===== config.mk =====
export PLATFORM = sky130hd
export DESIGN_NAME = polar_to_rect_cordic
export DESIGN_NICKNAME = d
export VERILOG_FILES = /design/src/rtl/cordic_pkg.sv /design/src/rtl/cordic_stage.sv /design/src/rtl/polar_to_rect_cordic.sv
export SDC_FILE = /design/constraint.sdc
export NUM_CORES = 1
export LEC_CHECK = 0
export CAP_MARGIN = 20
export CORE_MARGIN = 5
export CORE_UTILIZATION = 45
export CTS_CLUSTER_DIAMETER = 200
export DETAILED_ROUTE_END_ITERATION = 8
export GPL_ROUTABILITY_DRIVEN = 0
export PLACE_DENSITY = 0.69
export SYNTH_ARGS = -nofsm -noshare
export SYNTH_HDL_FRONTEND = slang
export SYNTH_SLANG_ARGS = --single-unit

===== constraint.sdc =====
create_clock -name clk -period 5 [get_ports clk]
set_input_delay 0.5 -clock clk [delete_from_list [all_inputs] [get_ports clk]]
set_output_delay 0.5 -clock clk [all_outputs]
set_load 0.1 [all_outputs]

===== src/rtl/cordic_pkg.sv =====
// Shared constants and types for the polar-to-rectangular CORDIC rotator.
//   ATAN lookup : arctan(2^-i) in angle units where a full turn is 4096.
//   INV_GAIN    : 155/256, approximately 1/K, applied to the magnitude before rotating.
//   FRAC        : number of fractional bits in the x/y datapath.
//   state_e     : controller states.
package cordic_pkg;

  localparam int unsigned INV_GAIN = 155;
  localparam int unsigned FRAC     = 4;

  typedef enum logic [1:0] {
    StIdle,
    StIter,
    StDone
  } state_e;

  // arctan(2^-idx) scaled so that 4096 is one full turn.
  function automatic logic [9:0] atan_lut(input logic [2:0] idx);
    logic [9:0] val;
    case (idx)
      3'd0:    val = 10'd512;
      3'd1:    val = 10'd302;
      3'd2:    val = 10'd160;
      3'd3:    val = 10'd81;
      3'd4:    val = 10'd41;
      3'd5:    val = 10'd20;
      3'd6:    val = 10'd10;
      default: val = 10'd5;
    endcase
    return val;
  endfunction

endpackage


===== src/rtl/cordic_stage.sv =====
// One combinational CORDIC micro-rotation in rotation mode.
//   x, y   : current vector (signed, DW bits, FRAC fractional bits)
//   z      : residual angle (signed, AW bits, 4096 = full turn)
//   idx    : iteration index i, selecting the shift amount and the arctan entry
//   x_rot, y_rot, z_rot : vector and residual angle after the micro-rotation
module cordic_stage
  import cordic_pkg::*;
#(
  parameter int unsigned DW = 14,
  parameter int unsigned AW = 12
) (
  input  logic [DW-1:0] x,
  input  logic [DW-1:0] y,
  input  logic [AW-1:0] z,
  input  logic [2:0]    idx,
  output logic [DW-1:0] x_rot,
  output logic [DW-1:0] y_rot,
  output logic [AW-1:0] z_rot
);

  logic signed [DW-1:0] xs, ys, x_sh, y_sh;
  logic signed [AW-1:0] zs, step;

  assign xs   = x;
  assign ys   = y;
  assign zs   = z;
  assign x_sh = xs >>> idx;
  assign y_sh = ys >>> idx;
  assign step = AW'(atan_lut(idx));

  // Rotate toward z = 0: counter-clockwise while the residual is non-negative.
  always_comb begin
    if (zs[AW-1]) begin
      x_rot = xs + y_sh;
      y_rot = ys - x_sh;
      z_rot = zs + step;
    end else begin
      x_rot = xs - y_sh;
      y_rot = ys + x_sh;
      z_rot = zs - step;
    end
  end

endmodule


===== src/rtl/polar_to_rect_cordic.sv =====
// Iterative CORDIC rotator: (magnitude, angle) -> signed (X, Y).
// One conversion at a time behind valid/ready handshakes on both sides.
//   clk, rst_n          : clock, asynchronous active-low reset
//   in_valid / in_ready : request handshake; mag_in (0..255), angle_in (256 = full turn)
//   out_valid/out_ready : result handshake; x_out, y_out signed, saturated to +/-255
module polar_to_rect_cordic
  import cordic_pkg::*;
#(
  parameter int unsigned ITER = 8,
  parameter int unsigned DW   = 14,
  parameter int unsigned AW   = 12
) (
  input  logic       clk,
  input  logic       rst_n,
  input  logic       in_valid,
  output logic       in_ready,
  input  logic [7:0] mag_in,
  input  logic [7:0] angle_in,
  output logic       out_valid,
  input  logic       out_ready,
  output logic [8:0] x_out,
  output logic [8:0] y_out
);

  localparam logic [3:0]         LastIter  = 4'(ITER);
  localparam logic [AW-1:0]      HalfTurn  = AW'(1) << (AW - 1);
  localparam logic signed [DW:0] SatHi     = (DW + 1)'(255);
  localparam logic signed [DW:0] SatLo     = -SatHi;
  localparam logic signed [DW:0] RoundBias = (DW + 1)'(1 << (FRAC - 1));

  state_e               state_q, state_d;
  logic signed [DW-1:0] x_q, x_d, y_q, y_d;
  logic signed [AW-1:0] z_q, z_d;
  logic [3:0]           iter_q, iter_d;
  logic [8:0]           x_out_q, x_out_d, y_out_q, y_out_d;

  // Capture path: pre-scale by 1/K and fold the left half-plane onto the right.
  logic [15:0]          mag_prod;
  logic signed [DW-1:0] m0, x_init;
  logic [AW-1:0]        a_wide, z_init;
  logic                 fold;

  assign mag_prod = 16'(mag_in) * 16'(INV_GAIN);
  assign m0       = DW'(mag_prod >> FRAC);
  assign a_wide   = AW'(angle_in) << (AW - 8);
  assign fold     = angle_in[7] ^ angle_in[6];
  assign x_init   = fold ? -m0 : m0;
  assign z_init   = fold ? a_wide - HalfTurn : a_wide;

  logic [DW-1:0] x_rot, y_rot;
  logic [AW-1:0] z_rot;

  cordic_stage #(
    .DW(DW),
    .AW(AW)
  ) u_stage (
    .x    (x_q),
    .y    (y_q),
    .z    (z_q),
    .idx  (iter_q[2:0]),
    .x_rot(x_rot),
    .y_rot(y_rot),
    .z_rot(z_rot)
  );

  // Round to integer with one guard bit so the +8 bias cannot wrap.
  logic signed [DW:0] x_rnd, y_rnd;

  assign x_rnd = ((DW + 1)'(x_q) + RoundBias) >>> FRAC;
  assign y_rnd = ((DW + 1)'(y_q) + RoundBias) >>> FRAC;

  function automatic logic [8:0] sat9(input logic signed [DW:0] v);
    if (v > SatHi) return 9'd255;
    if (v < SatLo) return 9'h101;
    return v[8:0];
  endfunction

  always_comb begin
    state_d   = state_q;
    x_d       = x_q;
    y_d       = y_q;
    z_d       = z_q;
    iter_d    = iter_q;
    x_out_d   = x_out_q;
    y_out_d   = y_out_q;
    in_ready  = 1'b0;
    out_valid = 1'b0;
    case (state_q)
      StIdle: begin
        in_ready = 1'b1;
        if (in_valid) begin
          state_d = StIter;
          x_d     = x_init;
          y_d     = '0;
          z_d     = z_init;
          iter_d  = '0;
        end
      end
      StIter: begin
        // The cycle after the last micro-rotation rounds and saturates the settled x/y.
        if (iter_q == LastIter) begin
          state_d = StDone;
          x_out_d = sat9(x_rnd);
          y_out_d = sat9(y_rnd);
        end else begin
          x_d    = x_rot;
          y_d    = y_rot;
          z_d    = z_rot;
          iter_d = iter_q + 4'd1;
        end
      end
      StDone: begin
        out_valid = 1'b1;
        if (out_ready) state_d = StIdle;
      end
      default: state_d = StIdle;
    endcase
  end

  always_ff @(posedge clk or negedge rst_n) begin
    if (!rst_n) begin
      state_q <= StIdle;
      x_q     <= '0;
      y_q     <= '0;
      z_q     <= '0;
      iter_q  <= '0;
      x_out_q <= '0;
      y_out_q <= '0;
    end else begin
      state_q <= state_d;
      x_q     <= x_d;
      y_q     <= y_d;
      z_q     <= z_d;
      iter_q  <= iter_d;
      x_out_q <= x_out_d;
      y_out_q <= y_out_d;
    end
  end

  assign x_out = x_out_q;
  assign y_out = y_out_q;

endmodule

==> impl_metrics.ini <==
[synth]
syn_nets = 1135
synth_cell_types = 80
synth-edff-count = 0
synth.area.top_cells = dfrtp_1 (20%), ha_1 (13%), xnor2_1 (5.8%)
synth_top_area_cell = dfrtp_1
synth_flop_cell = dfrtp_1
async_reset_ff_frac = 1.00
synth.top_cells.by_count = nor2_1 (93), nand2_1 (88), ha_1 (84)
synth_top_area_share = 0.195
synth.most_common_cell = nor2_1
post_synth.cell_area_avg_um2 = 8.09
syn_area_um2 = 8200
synthCells = 1014
ys_seq_area_frac = 0.195
synth-seq-cells = 64
yosysWarningCount = 0

[critical_path]
critical_path.startpoint_type = input port
cp_top_family = adder cells
cp-startpoint = mag_in[1]
reg2reg_slack_ps = 440
max_stage_delay_ps = 590
cp.depth = 18
r2r_start = iter_q[1]
cpMostUsedCell = inv_1
required_ps = 5170
crit_path_end_kind = register
crit_chain = clkdlybuf4s50_1 -> ha_1 -> inv_1 -> fa_1 -> inv_1 -> ha_1 -> inv_1 -> fa_1 -> inv_1 -> ha_4 -> nor4_4 -> a2111oi_4 -> xor2_1 -> or4b_1 -> or3_4 -> nor4b_4 -> a211o_1 -> a41oi_1
slowest_stage = or4b_1
timing.critical_path.buf_inv = 5
reg2reg_depth = 17
crit_arrival_ps = 5010
path_max_fanout = 5
path_class = input port to register

[floorplanning]
pin_count = 40
die-height_um = 145
num_rows = 49
fp.dieW_um = 145
die-area_um2 = 21000
design.core.area_um2 = 18000
initial_core_util = 0.457

[timing]
post-route-min-period_ps = 4830
maxSlewHeadroom = 0.348
tns_ps = 0
fin_worst_skew_ps = 4.41
drv_slew = 0
min_period_over_period = 0.967
hold_viol_final = 0
worst_pin_slew_ps = 974
clock.fmax_mhz = 207
setup_viol = 0

[routing]
wl_met3_um = 1390
ant_nets = 0
drt_iter0_markers = 547
avgViaCountPerCell = 5.77
drc_errors = 0
routedWlPerCell_um = 16.0
dr.pass1.iters = 5
met2_length_um = 9420
wl_met1_um = 9910
routed_wl_um = 20900
num_vias = 7527
top_layer = met4

[final_layout]
final-instance-count-excl-fill = 1305
num-fill-cells = 1675
layout.nets = 1192
syn_to_final_growth_pct = 16.2
fin_area_um2 = 9530
diodes = 0
drive_gt1_frac = 0.109

[grt]
grt_max_degree = 65
antenna_found_initial = 0
grt_usage = 0.194
grt_pass1_wl_um = 34700
grt.overflow.total = 0
first_global_vias = 7226

[place]
place_hpwl_um = 16200
portBuffers = 39
dpl_cell_area_um2 = 9110
dpl.cell_count = 1289

[clock_network]
insertion_delay_ps = 340
htreeDepth = 3
root_buffer = clkbuf_16
cts.sinks = 64
postCtsSetupBuffers = 0
clkTransAtPathRegs_ps = 60
numCtsBuffers = 9
tritoncts = built
cts.path.max_buffers = 2

[outcome]
status = completed

[min_path]
worstHoldPathType = input port to async pin

[run]
drv_cap = 0
==> placed cells by master (no fill, tap or decap), types with 10 or more instances in the layout <==
master / netlist / layout
ha_1: 84 / 80
nor2_1: 93 / 93
nand2_1: 88 / 88
and3_1: 12 / 12
xor2_1: 33 / 33
a21o_1: 10 / 10
o21ai_0: 58 / 57
nand2b_1: 11 / 11
nor2b_1: 15 / 15
o22ai_1: 10 / 10
and2_1: 12 / 12
a22oi_1: 12 / 12
buf_4: 2 / 57
nand3_1: 21 / 21
xnor2_1: 54 / 54
inv_1: 67 / 67
fa_1: 17 / 17
mux2i_1: 35 / 35
nor3_1: 27 / 27
clkdlybuf4s50_1: 0 / 38
dfrtp_1: 64 / 64
mux2_2: 10 / 10
a21oi_1: 67 / 67
a31oi_1: 20 / 20
==> final timing paths <==
path,end
hold reg to reg,x_out[8]
setup reg to reg,y_q[13]
setup / recovery,x_q[11]
hold / removal,x_out[6]
min in group clk,x_out[8]
max in group asynchronous,y_q[1]
==> stage by stage <==
step	hold slack (ps)	utilization	setup slack [ps]
CTS	378	0.527	39.2
detailed placement	467	0.507	-315
finish	345	0.531	165
global route	432	0.531	-29.6
floorplan	204	-	456
global placement	454	0.507	-195
==> cells by family after synthesis <==
kind of cell / Yosys count / synth area share
AND/OR/NAND/NOR: 322 / 0.192
AO/OA/AOI/OAI: 266 / 0.215
buffers and inverters: 120 / 0.0572
adder cells (fa/ha/maj): 102 / 0.171
XOR/XNOR: 88 / 0.0949
flip-flops: 64 / 0.195
multiplexers: 52 / 0.0756
==> worst register-to-register path, stage by stage (launching register included) <==
cell       delay [ps]
dfrtp_1           460
buf_4             290
mux4_2            560
mux2i_1           280
ha_1              190
nor2_1             40
a21oi_1           290
inv_1              80
ha_1              270
nor2b_1           140
o31ai_1           360
a21oi_1           180
a2111oi_0         490
buf_4             210
nor3b_1            50
nor3_1            300
xnor2_1           160
o21ai_1            70
==> what timing repair did <==
item | 4_1_cts | 5_1_grt
endpoints found under the setup margin | 0 | 7
hold buffers | 0 | 0
gates resized for setup | 0 | 13
==> flip-flops by register name, indices dropped and copies added (netlist names) <==
register	count
y_out	9
x_out	9
iter_q	4
z_q	12
y_q	14
state_q	2
x_q	14
==> area by class of cell <==
cell class	count	area (µm²)	area share
Inverter	69	259	0.0272
Tap cell	229	287	0.0301
Sequential cell	64	1600	0.168
Multi-Input combinational cell	830	6210	0.651
Timing Repair Buffer	97	833	0.0874
Clock inverter	7	119	0.0125
Clock buffer	9	225	0.0236
==> per-layer routing <==
metal | vias up | global-route usage
li1 | 3753 | -
met1 | 3548 | 0.274
met2 | 209 | 0.311
met3 | 17 | 0.0402
met4 | 0 | 0.0377
met5 | - | 0
Power is not shown: default switching activity piles up to over one toggle a cycle in this logic, so the estimate is an artifact.
